--- config.mk ---
export PLATFORM = sky130hd
export DESIGN_NAME = convert_uns_to_float
export DESIGN_NICKNAME = d
export VERILOG_FILES = /design/src/rtl/convert_uns_to_float_pkg.sv /design/src/rtl/convert_uns_to_float_lzc32.sv /design/src/rtl/convert_uns_to_float.sv
export SDC_FILE = /design/constraint.sdc
export NUM_CORES = 1
export LEC_CHECK = 0
export ABC_CLOCK_PERIOD_IN_PS = 4850
export BUFFER_PORTS_ARGS = -buffer_cell sky130_fd_sc_hd__buf_2
export CAP_MARGIN = 15
export CORE_MARGIN = 2
export CORE_UTILIZATION = 35
export CTS_CLUSTER_DIAMETER = 100
export DETAILED_ROUTE_END_ITERATION = 10
export PLACE_DENSITY_LB_ADDON = 0.25
export SLEW_MARGIN = 30
export SYNTH_ARGS = -nofsm -noshare
export SYNTH_HDL_FRONTEND = slang
export SYNTH_SLANG_ARGS = --single-unit
--- constraint.sdc ---
create_clock -name clk -period 4.85 [get_ports clk]
set_input_delay 0 -clock clk [delete_from_list [all_inputs] [get_ports clk]]
set_output_delay 0 -clock clk [all_outputs]
set_load 0.01 [all_outputs]
--- src/rtl/convert_uns_to_float_pkg.sv ---
// -----------------------------------------------------------------------------
// convert_uns_to_float_pkg
// Shared FP definitions for the unsigned-integer -> binary32 converter:
// rounding-mode encodings, fflags bit positions, binary32 field widths and
// bias, and the rounding-increment decision used by the rounder stage.
// -----------------------------------------------------------------------------
package convert_uns_to_float_pkg;

    localparam int FP32_EXP_W = 8;
    localparam int FP32_MAN_W = 23;
    localparam logic [FP32_EXP_W-1:0] FP32_BIAS = 8'd127;

    typedef enum logic [2:0] {
        FRM_RNE = 3'b000,
        FRM_RTZ = 3'b001,
        FRM_RDN = 3'b010,
        FRM_RUP = 3'b011,
        FRM_RMM = 3'b100
    } frm_e;

    // Bit positions inside the 5-bit {NV,DZ,OF,UF,NX} flag vector.
    localparam int FFLAG_NX = 0;
    localparam int FFLAG_UF = 1;
    localparam int FFLAG_OF = 2;
    localparam int FFLAG_DZ = 3;
    localparam int FFLAG_NV = 4;

    // Round-up decision for a non-negative magnitude. RDN behaves like RTZ
    // because the operand is never negative. Reserved encodings fall back to
    // RNE; decode traps them before they reach this unit.
    function automatic logic round_up(input logic [2:0] frm,
                                      input logic       guard,
                                      input logic       sticky,
                                      input logic       lsb);
        case (frm)
            FRM_RTZ, FRM_RDN: round_up = 1'b0;
            FRM_RUP:          round_up = guard | sticky;
            FRM_RMM:          round_up = guard;
            default:          round_up = guard & (sticky | lsb);
        endcase
    endfunction

endpackage

--- src/rtl/convert_uns_to_float_lzc32.sv ---
// -----------------------------------------------------------------------------
// convert_uns_to_float_lzc32
// Combinational 32-bit leading-zero counter.
//   i_data  in  32  operand
//   o_cnt   out 5   number of leading zeros (0..31; 0 when i_data is zero)
//   o_zero  out 1   i_data is all zeros
// -----------------------------------------------------------------------------
module lzc32 (
    input  logic [31:0] i_data,
    output logic [4:0]  o_cnt,
    output logic        o_zero
);

    // NOTE: every output of a combinational block gets a default before any
    // conditional assignment, otherwise a latch is inferred.
    always_comb begin
        o_cnt  = 5'd0;
        o_zero = (i_data == 32'd0);
        // Scan upward so the most significant set bit is the last to win.
        for (int i = 0; i < 32; i++) begin
            if (i_data[i]) o_cnt = 5'(31 - i);
        end
    end

endmodule

--- src/rtl/convert_uns_to_float.sv ---
// -----------------------------------------------------------------------------
// convert_uns_to_float
// 3-stage pipelined FCVT.S.WU: 32-bit unsigned integer -> IEEE-754 binary32.
//   S1: capture operand/frm/tag, leading-zero count and zero flag
//   S2: normalise (leading one to bit 31), unbiased exponent
//   S3: round, pack, flags (output register)
// Ports:
//   clk, rst_n                       clock, async active-low reset
//   flush                            kill all in-flight ops (beats handshakes)
//   in_valid/in_ready                input handshake
//   in_int[31:0], in_frm[2:0], in_tag operand, rounding mode, opaque tag
//   out_valid/out_ready              output handshake
//   out_float[31:0], out_fflags[4:0], out_tag  result, {NV,DZ,OF,UF,NX}, tag
// -----------------------------------------------------------------------------
module convert_uns_to_float
    import convert_uns_to_float_pkg::*;
#(
    parameter int TAG_W = 6
) (
    input  logic             clk,
    input  logic             rst_n,
    input  logic             flush,
    input  logic             in_valid,
    output logic             in_ready,
    input  logic [31:0]      in_int,
    input  logic [2:0]       in_frm,
    input  logic [TAG_W-1:0] in_tag,
    output logic             out_valid,
    input  logic             out_ready,
    output logic [31:0]      out_float,
    output logic [4:0]       out_fflags,
    output logic [TAG_W-1:0] out_tag
);

    // ---------------- stage registers ----------------
    logic             r_s1_valid, r_s2_valid, r_s3_valid;
    logic [31:0]      r_s1_int;
    logic [2:0]       r_s1_frm, r_s2_frm;
    logic [TAG_W-1:0] r_s1_tag, r_s2_tag, r_s3_tag;
    logic             r_s1_zero, r_s2_zero;
    logic [4:0]       r_s1_lz, r_s2_exp_unb;
    logic [31:0]      r_s2_norm;
    logic [31:0]      r_s3_float;
    logic [4:0]       r_s3_fflags;

    // ---------------- handshake ----------------
    // A stage may load when it is empty or its content leaves this cycle.
    logic w_s3_free, w_s2_free, w_s1_free;
    assign w_s3_free = !r_s3_valid || out_ready;
    assign w_s2_free = !r_s2_valid || w_s3_free;
    assign w_s1_free = !r_s1_valid || w_s2_free;
    assign in_ready  = w_s1_free;

    // ---------------- S1 combinational ----------------
    logic [4:0] w_lz;
    logic       w_zero;

    lzc32 u_lzc (
        .i_data (in_int),
        .o_cnt  (w_lz),
        .o_zero (w_zero)
    );

    // ---------------- S2 combinational ----------------
    logic [31:0] w_norm;
    logic [4:0]  w_exp_unb;
    assign w_norm    = r_s1_int << r_s1_lz;
    assign w_exp_unb = 5'd31 - r_s1_lz;

    // ---------------- S3 combinational ----------------
    logic [FP32_MAN_W-1:0] w_mant, w_mant_rnd;
    logic                  w_guard, w_sticky, w_rup, w_carry;
    logic [FP32_EXP_W-1:0] w_exp;
    logic [31:0]           w_float;
    logic [4:0]            w_fflags;

    assign w_mant   = r_s2_norm[30:8];
    assign w_guard  = r_s2_norm[7];
    assign w_sticky = |r_s2_norm[6:0];
    assign w_rup    = round_up(r_s2_frm, w_guard, w_sticky, w_mant[0]);
    // An all-ones mantissa rounding up wraps to zero and bumps the exponent;
    // the maximum biased exponent is 159, so overflow cannot occur.
    assign {w_carry, w_mant_rnd} = {1'b0, w_mant} + {{FP32_MAN_W{1'b0}}, w_rup};
    assign w_exp = FP32_BIAS + {3'b000, r_s2_exp_unb} + {7'd0, w_carry};

    always_comb begin
        w_float            = {1'b0, w_exp, w_mant_rnd};
        w_fflags           = 5'd0;
        w_fflags[FFLAG_NX] = w_guard | w_sticky;
        if (r_s2_zero) begin
            w_float  = 32'd0;
            w_fflags = 5'd0;
        end
    end

    // ---------------- valid pipeline ----------------
    // NOTE: sequential state uses non-blocking assignments so every register
    // samples the pre-edge values of the others.
    always_ff @(posedge clk or negedge rst_n) begin
        if (!rst_n) begin
            r_s1_valid <= 1'b0;
            r_s2_valid <= 1'b0;
            r_s3_valid <= 1'b0;
        end else if (flush) begin
            r_s1_valid <= 1'b0;
            r_s2_valid <= 1'b0;
            r_s3_valid <= 1'b0;
        end else begin
            if (w_s1_free) r_s1_valid <= in_valid;
            if (w_s2_free) r_s2_valid <= r_s1_valid;
            if (w_s3_free) r_s3_valid <= r_s2_valid;
        end
    end

    // NOTE: interior datapath registers carry no reset; they are only ever
    // observed when qualified by their stage valid.
    always_ff @(posedge clk) begin
        if (w_s1_free && in_valid) begin
            r_s1_int  <= in_int;
            r_s1_frm  <= in_frm;
            r_s1_tag  <= in_tag;
            r_s1_zero <= w_zero;
            r_s1_lz   <= w_lz;
        end
        if (w_s2_free && r_s1_valid) begin
            r_s2_norm    <= w_norm;
            r_s2_exp_unb <= w_exp_unb;
            r_s2_frm     <= r_s1_frm;
            r_s2_tag     <= r_s1_tag;
            r_s2_zero    <= r_s1_zero;
        end
    end

    // Output register is reset so the visible result is defined after reset.
    always_ff @(posedge clk or negedge rst_n) begin
        if (!rst_n) begin
            r_s3_float  <= 32'd0;
            r_s3_fflags <= 5'd0;
            r_s3_tag    <= '0;
        end else if (w_s3_free && r_s2_valid) begin
            r_s3_float  <= w_float;
            r_s3_fflags <= w_fflags;
            r_s3_tag    <= r_s2_tag;
        end
    end

    assign out_valid  = r_s3_valid;
    assign out_float  = r_s3_float;
    assign out_fflags = r_s3_fflags;
    assign out_tag    = r_s3_tag;

endmodule

==> flow_summary.yaml, run 1 <==
setup_path:
  cp_slowest_cell: "sky130_fd_sc_hd__nor4_4"
  rrSetupSlack_ps: 2050
  worstPathCellList: "nor2_1, o22ai_1, nand2_1, a22o_1, ha_1, nand4_1, nor4_4, nand4_1, ha_1, nor2b_1, nor2b_1, xor2_1, a22o_1"
  worstPathRequired_ps: 5160
  worstSetupStartpointType: "flop"
  crit_family: "simple AND/OR/NAND/NOR gates"
  timing.setup.critical_path_class: "flop to flop"
  critical-path-max-stage-delay_ps: 450
  worstPathArrival_ps: 3110
  crit_path_end_kind: "flop"
  crit_path_max_fanout: 5
  reg2reg_launch_point: "r_s2_frm[1]"
  rr_worst_depth: 13
  r2r-end: "out_float[26]"
  critical_path_buf_inv_count: 0
global_routing:
  grt_remaining_overflow: 0
  antenna_found_initial: 0
  track_usage_pct: 15.5
  grt_first_pass_wirelength_um: 25700
  grt_pass1_vias: 4915
  grt_start_max_net_pins: 47
hold_path:
  worstHoldStart: "in_valid"
  min_delay_worst_endpoint: "r_s1_tag[4]"
  worst_hold_path.num_cells: 3
  worstHoldPathType: "input port to flop"
yosys:
  synth.most_common_cell: "sky130_fd_sc_hd__edfxtp_1"
  synth-seq-area-share_pct: 54.4
  netlist_top_cells_count: "sky130_fd_sc_hd__edfxtp_1, sky130_fd_sc_hd__nand2_1, sky130_fd_sc_hd__nor2_1"
  synth-seq-cells: 133
  postSynth.topFlopCell: "sky130_fd_sc_hd__edfxtp_1"
  area_fraction_of_the_dominant_cell_type_after_synthesis_pct: 39.7
  synth_area_sq_um: 6960
  synthesis.instances: 567
  synth_cell_types: 68
  post-synth-top-area-cell: "sky130_fd_sc_hd__edfxtp_1"
  synth_area_per_cell_sq_um: 12.3
  synthesis.yosys.warnings: 0
  number_of_enable_type_register_cells_in_the_synthesized_netlist: 92
  synth_top_cells_by_area: "sky130_fd_sc_hd__edfxtp_1, sky130_fd_sc_hd__dfrtp_1, sky130_fd_sc_hd__mux4_2"
  synth_async_sr_flop_share_pct: 30.8
layout:
  multi_input_area_sq_um: 2930
  drive_above_1_share_pct: 24.8
  ff_latch_area_sq_um: 3790
  finish.net_count: 746
  final_cell_area_sq_um: 8660
  layout.core_utilization_pct: 44.5
  area_delta_synth_final_pct: 24.4
  count_of_fill_cells_added_during_filler_insertion: 1799
  finalNonFillerCells: 974
  antenna_cells: 0
detailed_routing:
  totalWireLength_um: 15800
  dr_total_vias: 4979
  detailed_route_vias_per_instance: 5.11
  drcViolationCount: 0
  avgRoutedWirePerCell_um: 16.3
  drtPass1Iterations: 5
  drt-initial-drc-count: 262
  route.antenna.remaining_nets: 0
sta:
  final_max_slew_viol_count: 0
  final_hold_viol_count: 0
  maximum_achievable_frequency_mhz: 358
  grt_setup_unrepaired: "false"
  timing.final.crit_share_pct: 57.7
  max_slew.worst_pin.slew_ps: 771
  post_route_setup_tns_ps: 0
  min_period_ps: 2800
  timing.final.setup_violations: 0
  skew_ps: 7.58
  timing.slew.headroom_pct: 48.6
floorplan:
  floorplan.initialDensity_pct: 35.8
  area_of_the_core_sq_um: 19500
  row_count: 51
  die_area_sq_um: 21000
  die_h_um: 145
  die_w_um: 145
  design.portCount: 91
placed_design:
  place.detailed.instances: 896
  placed_area_sq_um: 7600
  detailed_place_hpwl_um: 11700
  port_buffers: 85
  routabilityCongestion: 0.888
pwr:
  post-layout-total-power_mw: 3.19
  power.static_leakage_nw: 3.37
  peak_supply_drop_uv: 211
  powerDensity_nw_per_um2: 369
cts:
  cts.sink_count: 133
  cts_inserted_buffers: 17
  worst_skew_pair.late_latency_ps: 420
  clk_root_buffer_cell: "sky130_fd_sc_hd__clkbuf_16"
  clk_pin_slew_ps: 70
  tritoncts: "done"
  ctsResizeCount: 0
  cts_htree_levels: 4
  clk_path_buf_depth: 2
run_status:
  outcome: "complete, no violations"
flow_run:
  maxCapViolations: 0
==> what timing repair did <==
| item | 4_1_cts | 5_1_grt |
|---|---|---|
| hold buffers | 45 | 0 |
| setup buffers | 0 | 0 |
| hold endpoints to repair | 85 | 0 |
==> metrics by stage <==
step	hold WS, ps	setup slack (ps)
after CTS	67.4	2000
final	74.6	2050
after detailed placement	178	2010
after global placement	165	2090
after floorplan	-296	361
after global routing	80.8	1780
==> layout make-up <==
class | count | share of cell area, %
clock inverter | 14 | 1.70
inverter | 16 | 0.693
sequential | 133 | 43.7
multi-input combinational | 388 | 33.8
tap | 265 | 3.83
timing repair buffer | 140 | 11.1
clock buffer | 18 | 5.20
==> state kept, by name, indices dropped and copies added (netlist names), 5 cells and up <==
register      flops
out_tag           6
r_s1_int         31
r_s1_lz           5
r_s2_tag          6
out_float        31
r_s2_norm        31
r_s1_tag          6
r_s2_exp_unb      5
==> worst min-delay path, delay by kind of cell <==
family	cells	cell delay (ps)
buffers and inverters	2	200
AO/OA/AOI/OAI	1	100
==> kinds of logic (layout without fill, tap and decap cells) <==
group	Yosys count	after routing	synth area share [%]
fa+ha+maj	4	4	0.719
other cells	1	5	0.0539
compound gates	121	121	12.7
simple gates	183	183	12.8
mux	51	51	12.1
buf+inv	50	188	4.17
xor+xnor	24	24	3.02
flops	133	133	54.4
==> how the worst max path moves through the flow <==
stage | cells after the start | startpoint | slack, ps | end
after global routing | 13 | r_s2_frm[1] | 1780 | out_float[26]
final | 13 | r_s2_frm[1] | 2050 | out_float[26]
after detailed placement | 13 | r_s2_frm[1] | 2010 | out_float[26]
after global placement | 13 | r_s2_frm[1] | 2090 | out_float[26]
after CTS | 13 | r_s2_frm[1] | 2000 | out_float[26]
after floorplan | 2 | out_valid | 360 | r_s2_exp_unb[0]
==> metal layers <==
| metal | vias up | track usage, % | part of all wire, % |
|---|---|---|---|
| met2 | 143 | 24.5 | 47 |
| li1 | 2440 | - | - |
| met1 | 2366 | 20.7 | 47 |
| met4 | 0 | 6.88 | 2.5 |
| met5 | - | 0 | 0 |
| met3 | 30 | 3.36 | 4.3 |
==> cell usage in the layout, fill, tap and decap left out, types with 5 or more instances in the layout <==
cell                            instances
sky130_fd_sc_hd__edfxtp_1              92
sky130_fd_sc_hd__buf_2                 84
sky130_fd_sc_hd__nand2_1               64
sky130_fd_sc_hd__nor2_1                48
sky130_fd_sc_hd__dlygate4sd3_1         45
sky130_fd_sc_hd__dfrtp_1               41
sky130_fd_sc_hd__o31ai_1               21
sky130_fd_sc_hd__a21oi_1               20
sky130_fd_sc_hd__clkbuf_16             18
sky130_fd_sc_hd__mux4_2                16
sky130_fd_sc_hd__xor2_1                16
sky130_fd_sc_hd__mux2_2                15
sky130_fd_sc_hd__inv_1                 14
sky130_fd_sc_hd__nor3_1                13
sky130_fd_sc_hd__nand3_1               13
sky130_fd_sc_hd__mux2i_1               11
sky130_fd_sc_hd__nor4_1                10
sky130_fd_sc_hd__a22o_1                10
sky130_fd_sc_hd__buf_4                 10
sky130_fd_sc_hd__o21ai_0                9
sky130_fd_sc_hd__a211oi_1               9
sky130_fd_sc_hd__xnor2_1                8
sky130_fd_sc_hd__nand4_1                7
sky130_fd_sc_hd__nor2b_1                6
sky130_fd_sc_hd__inv_6                  6
sky130_fd_sc_hd__mux4_1                 5
sky130_fd_sc_hd__a22oi_1                5
sky130_fd_sc_hd__o21ai_1                5
sky130_fd_sc_hd__conb_1                 5
==> power breakdown <==
group / switching (mW) / total [mW] / internal (mW)
sequential: 0.0703 / 1.41 / 1.34
clock: 0.553 / 1.27 / 0.717
combinational: 0.280 / 0.514 / 0.234
No activity file was read; power rests on OpenSTA's default activity.
==> run 2, diff against run 1 <==
- ABC_CLOCK_PERIOD_IN_PS: 4850 -> 2350
- clock period: 4.85 -> 2.35 ns (I/O delays scaled with it)
==> run 2 against run 1 <==
Compared with the run above:
- the run now ends with setup timing left
- fmax grew 12%
- clock power rose by 98%
- routed wire length rose by 2.0%
- die area unchanged
- total power increased by 110%
- first-iteration DRC count is 2.7% higher
- critical endpoint is now out_float[27]
- largest cell class unchanged
==> flow_summary.yaml, run 2 (synthesized netlist as in run 1, its figures left out) <==
setup_path:
  worstPathRequired_ps: 2660
  reg2reg_launch_point: "r_s2_norm[2]"
  rrSetupSlack_ps: -140
  worstSetupStartpointType: "flop"
  rr_worst_depth: 14
  crit_path_max_fanout: 3
  timing.setup.critical_path_class: "flop to flop"
  worstPathArrival_ps: 2800
  crit_path_end_kind: "flop"
  r2r-end: "out_float[27]"
hold_path:
  worstHoldStart: "out_ready"
  worst_hold_path.num_cells: 5
  min_delay_worst_endpoint: "out_valid"
  worstHoldPathType: "input port to flop"
detailed_routing:
  drt-initial-drc-count: 269
  drcViolationCount: 0
  dr_total_vias: 5052
  totalWireLength_um: 16200
  detailed_route_vias_per_instance: 5.07
  avgRoutedWirePerCell_um: 16.2
  route.antenna.remaining_nets: 0
  drtPass1Iterations: 4
sta:
  min_period_ps: 2490
  post_route_setup_tns_ps: -695
  max_slew.worst_pin.slew_ps: 674
  timing.final.crit_share_pct: 106
  skew_ps: 12.3
  final_max_slew_viol_count: 0
  final_hold_viol_count: 0
  final.setup.worst_slack_ps: -140
  timing.final.setup_violations: 10
  maximum_achievable_frequency_mhz: 402
  timing.slew.headroom_pct: 54.9
  grt_setup_unrepaired: "true"
cts:
  cts_inserted_buffers: 17
  clk_pin_slew_ps: 60
  cts.sink_count: 133
  clk_root_buffer_cell: "sky130_fd_sc_hd__clkbuf_16"
  clk_path_buf_depth: 2
  worst_skew_pair.late_latency_ps: 420
  cts_htree_levels: 4
  tritoncts: "done"
placed_design:
  placed_area_sq_um: 7850
  post-place-ws_ps: -141
  port_buffers: 85
  detailed_place_hpwl_um: 12000
  routabilityCongestion: 0.864
global_routing:
  grt_util_met2_pct: 25.5
  grt_first_pass_wirelength_um: 26500
  grt_remaining_overflow: 0
  grt_start_max_net_pins: 47
  grt_pass1_vias: 5105
  grtUsageMet3_pct: 3.81
  busiest_layer: "met2"
  grt_util_met1_pct: 20.5
  track_usage_pct: 15.8
  antenna_found_initial: 0
layout:
  layout.core_utilization_pct: 46.1
  final_common_cell: "sky130_fd_sc_hd__edfxtp_1"
  count_of_fill_cells_added_during_filler_insertion: 1791
  mostFrequentLayoutCells: "sky130_fd_sc_hd__edfxtp_1, sky130_fd_sc_hd__buf_2, sky130_fd_sc_hd__nand2_1"
  final_cell_area_sq_um: 8980
  multi_input_area_sq_um: 3040
  antenna_cells: 0
  area_delta_synth_final_pct: 29.0
  finish.net_count: 769
  ff_latch_area_sq_um: 3790
  drive_above_1_share_pct: 29.6
floorplan:
  row_count: 51
  design.portCount: 91
  floorplan.initialDensity_pct: 35.8
  die_h_um: 145
  die_w_um: 145
  area_of_the_core_sq_um: 19500
  die_area_sq_um: 21000
run_status:
  failed_checks: "setup timing"
  outcome: "finished, violations left"
pwr:
  peak_supply_drop_uv: 433
  powerDensity_nw_per_um2: 730
  post-layout-total-power_mw: 6.56
  power.static_leakage_nw: 3.51
flow_run:
  maxCapViolations: 0
run 2: cell types whose count changed in the layout (fill, tap and decap cells not counted), sizes merged:
cell,change
clkbuf,+3
clkinv,+1
clkinvlp,+1
buf,+24
inv,-5
dlygate4sd3,-1
run 2: worst max-delay path by stage:
| stage | slack, ps | from | to | cells past startpoint |
|---|---|---|---|---|
| floorplan | -50 | r_s2_norm[6] | out_float[27] | 14 |
| global route | -370 | r_s2_frm[1] | out_float[25] | 13 |
| CTS | -130 | r_s2_norm[2] | out_float[27] | 14 |
| detailed placement | -140 | r_s2_norm[6] | out_float[27] | 14 |
| global placement | -110 | r_s2_norm[6] | out_float[27] | 14 |
| finish | -140 | r_s2_norm[2] | out_float[27] | 14 |
run 2: power breakdown:
| group | switching, mW | internal [mW] |
|---|---|---|
| combinational | 0.595 | 0.531 |
| clock | 1.01 | 1.52 |
| sequential | 0.146 | 2.76 |
run 2: layout make-up:
class	count	share of cell area [%]
clock buffer	21	5.49
clock inverter	11	0.962
sequential	133	42.2
tap	265	3.69
multi-input combinational	388	33.8
inverter	16	0.669
timing repair buffer	163	13.2
run 2: per-layer routing:
layer	up-vias	wire [um]	share of wire, %
met4	0	365	2.3
met2	130	7840	49
met3	22	629	3.9
met1	2420	7310	45
li1	2480	-	-
met5	-	0	0
run 2: through the flow:
step / hold slack [ps] / instances
after detailed placement: 175 / 920
after CTS: 12.0 / 997
after global routing: 80.9 / 997
after global placement: 161 / 920
after floorplan: -296 / 571
final: 27.7 / 997
run 2: critical path: stages (launching register included):
cell                       delay, ps
sky130_fd_sc_hd__edfxtp_1        370
sky130_fd_sc_hd__nor4_2          270
sky130_fd_sc_hd__nand2_1         100
sky130_fd_sc_hd__o22ai_1         150
sky130_fd_sc_hd__nand2_1          60
sky130_fd_sc_hd__a22o_1          210
sky130_fd_sc_hd__ha_4            170
sky130_fd_sc_hd__nand4_1         160
sky130_fd_sc_hd__nor4_4           50
sky130_fd_sc_hd__nand4_1         130
sky130_fd_sc_hd__ha_4            150
sky130_fd_sc_hd__ha_2            180
sky130_fd_sc_hd__nand2_1          60
sky130_fd_sc_hd__xnor2_1         120
sky130_fd_sc_hd__a22o_1          190
run 2: repair_timing:
action                                 4_1_cts  5_1_grt
hold buffers                                44        0
gates cloned                                 0        0
setup endpoints to repair                   11       26
buffers inserted                             1        2
resized for setup                            1       18
pin swaps                                    3       10
endpoints found under the hold margin       85        0
